--- src/rtl/irq_pkg.sv ---
// Shared register map and data width for the interrupt controller.
package irq_pkg;

   localparam int IRQ_DATA_W = 32;

   localparam logic [1:0] IRQ_REG_PENDING = 2'd0;
   localparam logic [1:0] IRQ_REG_MASK    = 2'd1;
   localparam logic [1:0] IRQ_REG_MODE    = 2'd2;
   localparam logic [1:0] IRQ_REG_STATUS  = 2'd3;

endpackage

--- src/rtl/irq_sync_edge.sv ---
// Per-source input conditioning: polarity fix, synchroniser, history flop and
// registered rising-edge detect. level_out and edge_out are aligned so both
// describe the same synchronised sample.
module irq_sync_edge #(
   parameter int   SYNC_STAGES = 2,
   parameter logic INV         = 1'b0
) (
   input  logic clk,
   input  logic reset,
   input  logic src_in,
   output logic level_out,
   output logic edge_out
);

   logic [SYNC_STAGES-1:0] sync_q, sync_d;
   logic                   hist_q, hist_d;
   logic                   edge_q, edge_d;

   // next-state: shift the normalised source in, track last synced value
   always_comb begin
      sync_d = {sync_q[SYNC_STAGES-2:0], src_in ^ INV};
      hist_d = sync_q[SYNC_STAGES-1];
      edge_d = sync_q[SYNC_STAGES-1] & ~hist_q;
   end

   // sync chain and history reset asserted so an already-active source never looks like an edge
   always_ff @(posedge clk) begin
      if (reset) begin
         sync_q <= '1;
         hist_q <= 1'b1;
         edge_q <= 1'b0;
      end else begin
         sync_q <= sync_d;
         hist_q <= hist_d;
         edge_q <= edge_d;
      end
   end

   assign level_out = hist_q;
   assign edge_out  = edge_q;

endmodule

--- src/rtl/irq_controller.sv ---
// Interrupt controller: NUM_SRC conditioned sources, per-source pending latch
// (edge or level), mask, fixed-priority id and a four-register access port.
module irq_controller
   import irq_pkg::*;
#(
   parameter int                 NUM_SRC     = 8,
   parameter int                 SYNC_STAGES = 2,
   parameter logic [NUM_SRC-1:0] SRC_INV     = '0,
   localparam int                ID_W        = (NUM_SRC > 1) ? $clog2(NUM_SRC) : 1
) (
   input  logic                  clk,
   input  logic                  reset,
   input  logic [NUM_SRC-1:0]    src,
   input  logic                  reg_sel,
   input  logic                  reg_we,
   input  logic [1:0]            reg_addr,
   input  logic [IRQ_DATA_W-1:0] reg_wdata,
   output logic [IRQ_DATA_W-1:0] reg_rdata,
   output logic                  irq_out,
   output logic                  irq_pulse,
   output logic [ID_W-1:0]       irq_id
);

   logic [NUM_SRC-1:0]    src_level;
   logic [NUM_SRC-1:0]    src_edge;

   logic [NUM_SRC-1:0]    pending_q, pending_d;
   logic [NUM_SRC-1:0]    mask_q, mask_d;
   logic [NUM_SRC-1:0]    mode_q, mode_d;
   logic [IRQ_DATA_W-1:0] rdata_q, rdata_d;
   logic                  irq_out_q, irq_out_d;
   logic                  irq_pulse_q, irq_pulse_d;
   logic [ID_W-1:0]       irq_id_q, irq_id_d;

   logic                  wr_en, rd_en;
   logic [NUM_SRC-1:0]    wdata_src;
   logic [NUM_SRC-1:0]    w1c, sw_set, active;
   logic [IRQ_DATA_W-1:0] status_word;
   logic                  unused_wdata;

   for (genvar i = 0; i < NUM_SRC; i++) begin : g_src
      irq_sync_edge #(
         .SYNC_STAGES (SYNC_STAGES),
         .INV         (SRC_INV[i])
      ) u_sync_edge (
         .clk       (clk),
         .reset     (reset),
         .src_in    (src[i]),
         .level_out (src_level[i]),
         .edge_out  (src_edge[i])
      );
   end

   assign wr_en        = reg_sel & reg_we;
   assign rd_en        = reg_sel & ~reg_we;
   assign wdata_src    = reg_wdata[NUM_SRC-1:0];
   assign unused_wdata = ^reg_wdata[IRQ_DATA_W-1:NUM_SRC];

   // register writes and pending update; in edge mode a set wins over a same-cycle clear
   always_comb begin
      w1c       = (wr_en && reg_addr == IRQ_REG_PENDING) ? wdata_src : '0;
      sw_set    = (wr_en && reg_addr == IRQ_REG_STATUS) ? (wdata_src & mode_q) : '0;
      pending_d = (mode_q & (src_edge | sw_set | (pending_q & ~w1c)))
                | (~mode_q & src_level);
      mask_d    = (wr_en && reg_addr == IRQ_REG_MASK) ? wdata_src : mask_q;
      mode_d    = (wr_en && reg_addr == IRQ_REG_MODE) ? wdata_src : mode_q;
   end

   // request, lowest-index priority and rising-edge pulse, all from registered state
   always_comb begin
      active    = pending_q & mask_q;
      irq_out_d = |active;
      irq_id_d  = '0;
      for (int i = NUM_SRC - 1; i >= 0; i--) begin
         if (active[i]) irq_id_d = ID_W'(i);
      end
      irq_pulse_d = irq_out_d & ~irq_out_q;
   end

   // read mux; rdata only moves on a read strobe and sees state from before this edge
   always_comb begin
      status_word                 = '0;
      status_word[IRQ_DATA_W-1]   = irq_out_q;
      status_word[ID_W-1:0]       = irq_id_q;
      rdata_d                     = rdata_q;
      if (rd_en) begin
         case (reg_addr)
            IRQ_REG_PENDING: rdata_d = IRQ_DATA_W'(pending_q);
            IRQ_REG_MASK:    rdata_d = IRQ_DATA_W'(mask_q);
            IRQ_REG_MODE:    rdata_d = IRQ_DATA_W'(mode_q);
            IRQ_REG_STATUS:  rdata_d = status_word;
            default:         rdata_d = rdata_q;
         endcase
      end
   end

   // state registers
   always_ff @(posedge clk) begin
      if (reset) begin
         pending_q   <= '0;
         mask_q      <= '0;
         mode_q      <= '1;
         rdata_q     <= '0;
         irq_out_q   <= 1'b0;
         irq_pulse_q <= 1'b0;
         irq_id_q    <= '0;
      end else begin
         pending_q   <= pending_d;
         mask_q      <= mask_d;
         mode_q      <= mode_d;
         rdata_q     <= rdata_d;
         irq_out_q   <= irq_out_d;
         irq_pulse_q <= irq_pulse_d;
         irq_id_q    <= irq_id_d;
      end
   end

   assign reg_rdata = rdata_q;
   assign irq_out   = irq_out_q;
   assign irq_pulse = irq_pulse_q;
   assign irq_id    = irq_id_q;

endmodule

--- config.mk ---
export PLATFORM = sky130hd
export DESIGN_NAME = irq_controller
export DESIGN_NICKNAME = d
export VERILOG_FILES = /design/src/rtl/irq_pkg.sv /design/src/rtl/irq_sync_edge.sv /design/src/rtl/irq_controller.sv
export SDC_FILE = /design/constraint.sdc
export NUM_CORES = 1
export LEC_CHECK = 0
export ABC_AREA = 1
export BUFFER_PORTS_ARGS = -buffer_cell sky130_fd_sc_hd__buf_2
export CELL_PAD_IN_SITES_DETAIL_PLACEMENT = 1
export CELL_PAD_IN_SITES_GLOBAL_PLACEMENT = 1
export CORE_MARGIN = 5
export CORE_UTILIZATION = 39
export CTS_CLUSTER_DIAMETER = 40
export DETAILED_ROUTE_END_ITERATION = 7
export MAX_ROUTING_LAYER = met4
export PLACE_DENSITY_LB_ADDON = 0.1
export SKIP_LAST_GASP = 1
export SLEW_MARGIN = 20
export SYNTH_ARGS = -nofsm -noshare
export SYNTH_HDL_FRONTEND = slang
export SYNTH_SLANG_ARGS = --single-unit
--- constraint.sdc ---
create_clock -name clk -period 1.57 [get_ports clk]
set_input_delay 0.2355 -clock clk [delete_from_list [all_inputs] [get_ports clk]]
set_output_delay 0.2355 -clock clk [all_outputs]
set_load 0.05 [all_outputs]
==> impl_results.md, run 1 <==
* Root Buffer: clkbuf_8
* Post-CTS Setup Inserts at 0
* Clock Latency Late Sink at roughly 0.34 ns
* Gp weighted congestion at 0.785
* Final Hold Fails at 0
* YS warnings at 0
* Startpoint types: flip-flop
* Arrival time at the worst endpoint at between 0.9 and 1 ns
* CTS Sinks at 70
* Number of synthesized flops with an enable pin at 0
* Min Tclk post-route at roughly 1.2 ns
* Clock-pin transition on the worst setup and hold timing paths at 0.07 ns
* Syn avg cell area at 8.24 um2
* Area leader, netlist: dfxtp_1
* Post-Syn Area at 2730 um2
* DRT Pass-1 Iters at 4
* Final setup vio count at 0
* Number of cell rows at 30
* RSZ-0062 raised after global routing: no
* Vias per Instance at 4.52
* Initial antenna violation count at 0
* Tcrit/Tclk final at ~76%
* Input/output buffers at 35
* Worst Setup End Kind: primary output
* Critical-path cell list: buf_2
* Fin. max-slew vios at 0
* Total track usage at between 10% and 20%
* Total Wirelength at 6080 um
* Count leader, synth: dfxtp_1
* Final #Nets at approximately 420
* # diodes at 0
* CTS max path bufs at 2
* Drt initial violations at 112
* Number of routed nets with antenna violations at 0
* FMAX at 0.838 GHz
* Area share of the largest cell type after synthesis at 51.4%
* Post-synth top cells: 70 x dfxtp_1, 63 x nand2_1, 33 x inv_1, 30 x o21ai_0, 23 x buf_4
* Slowest stage delay, CP at 0.35 ns
* Status: complete, no violations
* Final Power at 3.60 mW
* CP top delay family: flip-flops
* Synth area leaders: dfxtp_1 51%, nand2_1 8.7%, buf_4 6.3%
* Mapped Cells at roughly 330
* Num CTS Buffers at 9
* Drt drc at 0
* Critical Path RT at 1.33 ns
* Synth Flop Type: dfxtp_1
* LEAKAGE at between 1 and 1.5 nW
* Die H at approximately 94 um
* GRT overflow at 0
* Hold buffer count at cts at 0
* Ys async rst share at 0%
* Final Skew at 0.0122 ns
* Number of global-route vias before repair at 2124
* CORE AREA at 6790 um2
* Layout cells sized above 1 at 22.4%
* Max-Cap Viols at 0
* Critical path class: reg2out
* Total power per unit cell area at 1160 nW/um2
* Placed Instances at 455
* Largest net degree at the start of global routing at 43
* Setup TNS at 0 ns
* Maximum vdd drop at ~540 uV
* Core Util, Final at around 46%
* Layout area overhead at 13.9%
* Non-Filler Instances at 471
* Mean routed wirelength per cell at 12.9 um
* Total number of vias at 2128
* Critical Path Fanout Max at 3
* CTS tree: built
* HPWL Detailed at 4290 um
* Worst Path Buf+Inv at 1
* FF+latch count, synth at 70
* Ports at 83
* CTS HTree Levels at 3
* Synth unique cells at 27
* Register area share after synthesis at about half
* Die X at 93.6 um
* Hold/Removal Path Class: in2reg
* Die ar. at ~9000 um2
* Initial Utilization at 40.1%
* First-pass GRT wire length at 10200 um
* CTS resizes at 0
* Highest-delay cell along the critical path: dfxtp_1
layer usage:
metal / track usage, % / up-vias / wire length (um)
li1: - / 1098 / -
met1: 19.7 / 980 / 3000
met2: 24.1 / 40 / 2750
met3: 2.90 / 10 / 232
met4: 5.78 / 0 / 95
met5: - / - / 0
through the flow:
stage | instance area [um2] | hold slack [ns] | setup slack, ns
2_1_floorplan | 2810 | 0.339 | 0.534
3_3_place_gp | 2930 | 0.390 | 0.348
3_5_place_dp | 2930 | 0.397 | 0.303
4_1_cts | 3110 | 0.0605 | 0.359
5_1_grt | 3110 | 0.0675 | 0.326
6_report | 3110 | 0.0814 | 0.376
report_power, final:
group          switching (mW)  internal [mW]  leakage [nW]
sequential             0.0389           1.85         0.573
clock                   0.671          0.607        0.0841
combinational           0.325          0.107         0.795
total                    1.04           2.56          1.45
cells by family (layout without fill, tap and decap cells):
family	after synthesis	after routing	share of synthesized area [%]
buffers and inverters	69	91	13.4
other	1	23	0.137
AOI/OAI and AO/OA	69	69	14.6
and+or+nand+nor	122	122	20.5
DFF	70	70	51.4
worst paths after layout:
kind,startpoint,to,slack (ns),cells past startpoint
max,irq_out$_SDFF_PP0_,irq_out,0.38,1
min,src[5],g_src[5].u_sync_edge.sync_q[0]$_SDFF_PP1_,0.08,2
max reg2reg,pending_q[1]$_SDFF_PP0_,irq_pulse$_SDFF_PP0_,0.59,4
min reg2reg,g_src[3].u_sync_edge.level_out$_SDFF_PP1_,g_src[3].u_sync_edge.edge_out$_SDFF_PP0_,0.41,1
layout by cell type (no fill, tap or decap), types with 4 or more instances in the layout:
cell type / count
a41oi_1: 4
nor2_1: 13
o21ai_0: 30
dfxtp_1: 70
or2_2: 16
nand2_1: 63
clkbuf_8: 10
o211ai_1: 8
a21oi_1: 21
conb_1: 23
buf_2: 35
nor3_1: 17
clkinv_2: 4
inv_1: 33
area by class of cell:
| class | count | area [um2] |
|---|---|---|
| fill | 863 | 3690 |
| sequential | 70 | 1400 |
| multi-input combinational | 214 | 1040 |
| timing repair buffer | 39 | 230 |
| clock buffer | 10 | 138 |
| inverter | 36 | 136 |
| tap | 96 | 120 |
| clock inverter | 6 | 37.5 |
flip-flops by register name, summed over array words and instances, names as in the netlist:
register	cells
g_src.u_sync_edge.level_out	8
reg_rdata	9
g_src.u_sync_edge.edge_out	8
g_src.u_sync_edge.sync_q	16
irq_pulse	1
pending_q	8
irq_out	1
mask_q	8
irq_id	3
mode_q	8
Power figures use the tool's default switching activity.
==> inputs of run 2 (changes only) <==
Settings changed: ABC_AREA 1 to 0, CORE_UTILIZATION 39 to 34.
Clock period 1.57 ns to 1.08 ns, I/O delays scaled along.
==> impl_results.md, run 2 <==
* M1 wire length at 3080 um (+2.7%)
* Final Power at 5.23 mW (+45%)
* Final setup vio count at 0 (unchanged)
* Initial Utilization at 34.4% (-5.7 points)
* Final WS setup at 0.0361 ns (-0.340 ns)
* Worst Hold Depth at 3 (+1)
* Fin. max-slew vios at 0 (unchanged)
* Total number of vias at 2133 (+0.23%)
* CP Depth at 3 (+2)
* Hold_sp: reg_wdata[6]
* Gp weighted congestion at 0.703 (-10%)
* Total power per unit cell area at 1480 nW/um2 (+28%)
* Non-Filler Instances at 466 (-1.1%)
* Vias per Instance at 4.58 (+1.3%)
* Maximum vdd drop at 659 uV (+22%)
* Layout cells sized above 1 at 34.9% (+13 points)
* Worst hold margin at 0.103 ns (+0.0214 ns)
* Root Buffer: clkbuf_8
* Area share of the largest cell type after synthesis at 50.3% (-1.1 points)
* Met2 wire len at 2850 um (+3.7%)
* Largest net degree at the start of global routing at 45 (+4.7%)
* Final #Nets at 402 (-3.4%)
* Worst Path Buf+Inv at 0 (-1)
* GRT overflow at 0 (unchanged)
* Synth area leaders: dfxtp_1 50%, buf_4 6.7%, or2_2 5.4%
* Flip-flop count of the largest register after layout at 16 (unchanged)
* CTS max path bufs at 2 (unchanged)
* Die X at 101 um (+7.3%)
* Post-Syn Area at 2790 um2 (+2.1%)
* Arrival time at the worst endpoint at 1.27 ns (+0.31 ns)
* CP top delay family: multiplexers
* FMAX at between 0.9 and 1 GHz
* Worst Setup End Kind: flip-flop
* R2R cell count at 3 (-1)
* Worst slack, placed at -0.250 ns (-0.553 ns)
* Ports at 83 (unchanged)
* Ys async rst share at 0% (unchanged)
* Initial antenna violation count at 0 (unchanged)
* Slowest stage delay, CP at 0.46 ns (+0.11 ns)
* Core Util, Final at 43.7% (-2.0 points)
* Count leader, synth: dfxtp_1
* Post-synthesis mux area share at 4.22% (+4.2 points)
* Mapped Cells at 289 (-13%)
* Commonest non-fill, non-tap cell in the layout: dfxtp_1
* RSZ-0062 raised after global routing: yes
* Syn avg cell area at 9.64 um2 (+17%)
* Compound-Gate Fraction of Synth Area at 11.7% (-2.9 points)
* Drt drc at 0 (unchanged)
* Min Tclk post-route at 1.04 ns
* Post-synth top cells: 70 x dfxtp_1, 37 x nand2_1, 25 x buf_4, 24 x or2_2, 16 x nor2_1
* FF+latch count, synth at 70 (unchanged)
* Register area share after synthesis at 50.3% (-1.1 points)
* Critical Path Source: mask_q[2]$_SDFFE_PP0P_
* Layout area overhead at 27.0%
* LEAKAGE at 1.43 nW (-1.5%)
* Commonest cells after routing, fill and taps aside: 63 x dfxtp_1, 36 x nand2_1, 35 x buf_4, 24 x or2_2, 23 x conb_1
* DRT Pass-1 Iters at 4 (unchanged)
* Final Hold Fails at 0 (unchanged)
* Final Skew at 0.00745 ns (-0.00479 ns)
* Startpoint types: flip-flop
* Synth Flop Type: dfxtp_1
* Die H at 101 um (+7.3%)
* Placed Instances at 442 (-2.9%)
* Max-Cap Viols at 0 (unchanged)
* CORE AREA at 8090 um2 (+19%)
* CTS tree: built
* YS warnings at 0 (unchanged)
* Number of routed nets with antenna violations at 0 (unchanged)
* XOR/XNOR Fraction of Synth Area at 0% (unchanged)
* Clock-pin transition on the worst setup and hold timing paths at 0.08 ns (about the same)
* Highest routed layer: met4
* Status: complete, no violations
* CTS HTree Levels at 3 (unchanged)
* Fillers at 947 (+9.7%)
* Setup TNS at 0 ns (unchanged)
* Number of global-route vias before repair at 2106 (-0.85%)
* # diodes at 0 (unchanged)
* Simple logic cell fraction of the synthesized area at 24.8% (+4.4 points)
* Number of cell rows at 33 (+10%)
* Critical path class: reg2reg
* Num CTS Buffers at 9 (unchanged)
* Hold/Removal Path Class: in2reg
* HPWL Detailed at 4580 um (+6.6%)
* Critical-path cell list: mux4_2 > nand2_1 > a21oi_1
* Total Wirelength at 6310 um (+3.9%)
* Die ar. at 10100 um2 (+15%)
* Number of synthesized flops with an enable pin at 0 (unchanged)
* Adder and majority gate portion of the synthesized area at 0% (unchanged)
* First-pass GRT wire length at 10500 um (+2.6%)
* Synth unique cells at 34 (+26%)
* Critical Path Fanout Max at 5 (+2)
* Drt initial violations at 79 (-29%)
* Clock Latency Late Sink at 0.33 ns (about the same)
* Area leader, netlist: dfxtp_1
* Placed inst area at 3230 um2 (+10%)
* Routed wl met3 at 306 um (+32%)
* Largest family of logic cells by synthesized area: simple AND/OR/NAND/NOR gates
* CTS Sinks at 70 (unchanged)
* Register with the most flip-flops: g_src.u_sync_edge.sync_q
* Highest-delay cell along the critical path: mux4_2
* Total track usage at 13.6% (-1.7 points)
* Final instance area at 3540 um2 (+14%)
* Input/output buffers at 35 (unchanged)
* Reg-to-reg startpoint: mask_q[2]$_SDFFE_PP0P_
* Tcrit/Tclk final at 96.7%
* Critical Path RT at 1.31 ns (-0.02 ns)
* Mean routed wirelength per cell at 13.5 um (+5.0%)
[run 2: area by class of cell]
type                    count  area (um2)  share of cell area (%)
clock inverters             5        26.3                   0.743
clock buffers              11         131                    3.71
multi-input cells         204        1290                    36.5
repair buffers             71         541                    15.3
flip-flops and latches     70        1420                    40.1
well taps                 105         131                    3.71
[run 2: worst min-delay path, cell delays in order]
cell     delay, ns
buf_2         0.13
nand2_1       0.05
a21oi_1       0.05
[run 2: logic make-up (layout without fill, tap and decap cells)]
family	count (synthesis)	count (layout)
multiplexers	8	8
flip-flops	70	70
AO/OA/AOI/OAI	46	46
other	1	23
AND/OR/NAND/NOR	127	127
buffers and inverters	37	87
[run 2: repair_timing]
item,in CTS,in global routing
hold endpoints to repair,8,0
pin swaps,1,1
resized for setup,14,13
endpoints found under the setup margin,14,12
setup buffers,0,0
cloned,0,0
hold buffers,8,0
[run 2: worst paths after layout]
check	endpoint	slack (ns)
worst max register to register	reg_rdata[2]$_SDFFE_PP0P_	0.04
worst max-delay path	reg_rdata[2]$_SDFFE_PP0P_	0.04
worst min-delay path	mask_q[6]$_SDFFE_PP0P_	0.10
worst min register to register	g_src[7].u_sync_edge.sync_q[1]$_SDFF_PP1_	0.41
[run 2: per-layer routing]
layer | track usage [%] | vias to the layer above
li1 | - | 1086
met5 | - | -
met2 | 21.3 | 46
met1 | 17.5 | 993
met4 | 4.35 | 0
met3 | 3.11 | 8
[run 2: power by group]
| group | switching [mW] | internal [mW] |
|---|---|---|
| Sequential | 0.0612 | 2.67 |
| Clock | 0.941 | 0.816 |
| Combinational | 0.462 | 0.277 |
==> inputs of run 3 (changes only) <==
Settings changed: MAX_ROUTING_LAYER met4 to default, TNS_END_PERCENT from default to 20.
==> impl_results.md, run 3 (synthesis gave the netlist of run 2 again) <==
* Status: complete, but fails checks
* Failing checks: setup timing
* Final Skew at 0.00542 ns (-0.00203 ns)
* CTS max path bufs at 2 (unchanged)
* Fillers at 947 (unchanged)
* Layout area overhead at 27.4%
* CTS tree: built
* Worst slew pin tran at 0.671 ns
* Layout cells sized above 1 at 36.5% (+1.6 points)
* Initial Utilization at 34.4% (unchanged)
* Startpoint types: flip-flop
* RSZ-0062 raised after global routing: yes
* Min Tclk post-route at 1.10 ns (+0.0546 ns)
* Multi-input combinational cell area at 1300 um2 (+0.97%)
* FMAX at 0.910 GHz (-5.0%)
* Final WS setup at -0.0185 ns (-0.0546 ns)
* Critical-path cell list: buf_2
* Largest net degree at the start of global routing at 42 (-6.7%)
* DRT Pass-1 Iters at 4 (unchanged)
* Die H at 101 um (unchanged)
* Final Hold Fails at 0 (unchanged)
* Number of global-route vias before repair at 2175 (+3.3%)
* Sequential cell fraction of total power at 51.5% (-0.8 points)
* Tcrit/Tclk final at 102% (+5.1 points)
* Switching power at 1.48 mW (+1.2%)
* HPWL Detailed at 4740 um (+3.5%)
* Core Util, Final at 43.8% (+0.14 points)
* Root Buffer: clkbuf_8
* Final Power at 5.33 mW (+1.9%)
* Critical path class: reg2out
* Die X at 101 um (unchanged)
* Combinational group share of total power at 14.1% (about the same)
* Worst Setup End Kind: primary output
* Total track usage at 14.0% (+0.36 points)
* Worst slack, placed at -0.294 ns (-0.0441 ns)
* Number of routed nets with antenna violations at 0 (unchanged)
* Vias per Instance at 4.63 (+1.1%)
* Initial antenna violation count at 0 (unchanged)
* LEAKAGE at 1.45 nW (+1.3%)
* Total Wirelength at 6670 um (+5.7%)
* Clock Latency Late Sink at 0.34 ns (about the same)
* Critical Path RT at 0.92 ns (-0.39 ns)
* CORE AREA at 8090 um2 (unchanged)
* CTS Sinks at 70 (unchanged)
* GRT overflow at 0 (unchanged)
* Worst Path Buf+Inv at 1 (+1)
* First-pass GRT wire length at 10900 um (+3.8%)
* Maximum vdd drop at 641 uV (-2.8%)
* Num CTS Buffers at 9 (unchanged)
* Register with the most flip-flops: g_src.u_sync_edge.sync_q
* CP top delay family: flip-flops
* Hold/Removal Path Class: in2reg
* Ports at 83 (unchanged)
* Clock share of power at 34.4% (+0.8 points)
* Final instance area at 3550 um2 (+0.32%)
* Total number of vias at 2170 (+1.7%)
* Worst hold margin at 0.0894 ns (-0.0134 ns)
* Slowest stage delay, CP at 0.33 ns (-0.13 ns)
* Number of cell rows at 33 (unchanged)
* Die ar. at 10100 um2 (unchanged)
* Arrival time at the worst endpoint at 0.94 ns (-0.33 ns)
* Placed inst area at 3240 um2 (+0.23%)
* Clock-pin transition on the worst setup and hold timing paths at 0.07 ns (about the same)
* # diodes at 0 (unchanged)
* Total power per unit cell area at 1500 nW/um2 (+1.5%)
* Highest-delay cell along the critical path: dfxtp_1
* Relative max-transition margin at 55.2%
* Sw frac at 27.8% (-0.18 points)
* Final #Nets at 405 (+0.75%)
* Mean routed wirelength per cell at 14.2 um (+5.0%)
* Commonest cells after routing, fill and taps aside: 64 x dfxtp_1, 35 x nand2_1, 32 x buf_4, 29 x buf_2, 24 x or2_2
* Commonest non-fill, non-tap cell in the layout: dfxtp_1
* Fin. max-slew vios at 0 (unchanged)
* Drt initial violations at 84 (+6.3%)
* Final setup vio count at 7 (+7)
* Input/output buffers at 35 (unchanged)
* Max-Cap Viols at 0 (unchanged)
* Critical Path Fanout Max at 2 (-3)
* CTS HTree Levels at 3 (unchanged)
* Cell internal pwr at 3.85 mW (+2.1%)
* Flip-flop count of the largest register after layout at 16 (unchanged)
* Gp weighted congestion at 0.796 (+13%)
* Drt drc at 0 (unchanged)
* Register Area at 1410 um2 (-0.44%)
-- run 3: path summary, 6_finish.rpt --
check                           cells past startpoint  slack (ns)                                 startpoint                                   endpoint
worst max-delay path                                1       -0.02                  reg_rdata[6]$_SDFFE_PP0P_                               reg_rdata[6]
worst min-delay path                                2        0.09                               reg_wdata[1]                     mode_q[1]$_SDFFE_PP1P_
worst max register to register                      3        0.01                    pending_q[2]$_SDFF_PP0_                  reg_rdata[2]$_SDFFE_PP0P_
worst min register to register                      1        0.41  g_src[2].u_sync_edge.sync_q[0]$_SDFF_PP1_  g_src[2].u_sync_edge.sync_q[1]$_SDFF_PP1_
-- run 3: through the flow --
stage / cells / TNS, ns
floorplan: 311 / -0.889
global placement: 444 / -4.24
detailed placement: 444 / -5.32
CTS: 468 / -0.392
global route: 469 / -0.781
finish: 469 / -0.0868
-- run 3: per-layer routing --
layer	routed length (um)	global-route usage, %	share of wire (%)
met4	88	6.22	1.3
met3	320	3.67	4.8
met2	3160	21.8	47
met1	3110	18.2	47
met5	0	0	0
-- run 3: cell type report --
type / count / area share, %
multi-input cells: 204 / 36.7
clock buffers: 12 / 4.09
flip-flops and latches: 70 / 39.8
repair buffers: 74 / 15.1
clock inverters: 4 / 0.635
well taps: 105 / 3.70
-- run 3: what timing repair did --
action,in CTS,in global routing
pin swaps,0,3
hold buffers,8,0
endpoints found under the hold margin,8,0
gates resized for setup,3,18
gates cloned,0,0
buffers inserted,0,1
setup endpoints to repair,16,34
-- run 3: power by group through the flow --
stage	Combinational [mW]	Sequential, mW	Clock [mW]
floorplan	0.506	2.85	0
global placement	0.702	2.79	0
detailed placement	0.714	2.80	0
CTS	0.741	2.74	1.92
global route	0.811	2.75	2.04
finish	0.751	2.74	1.83
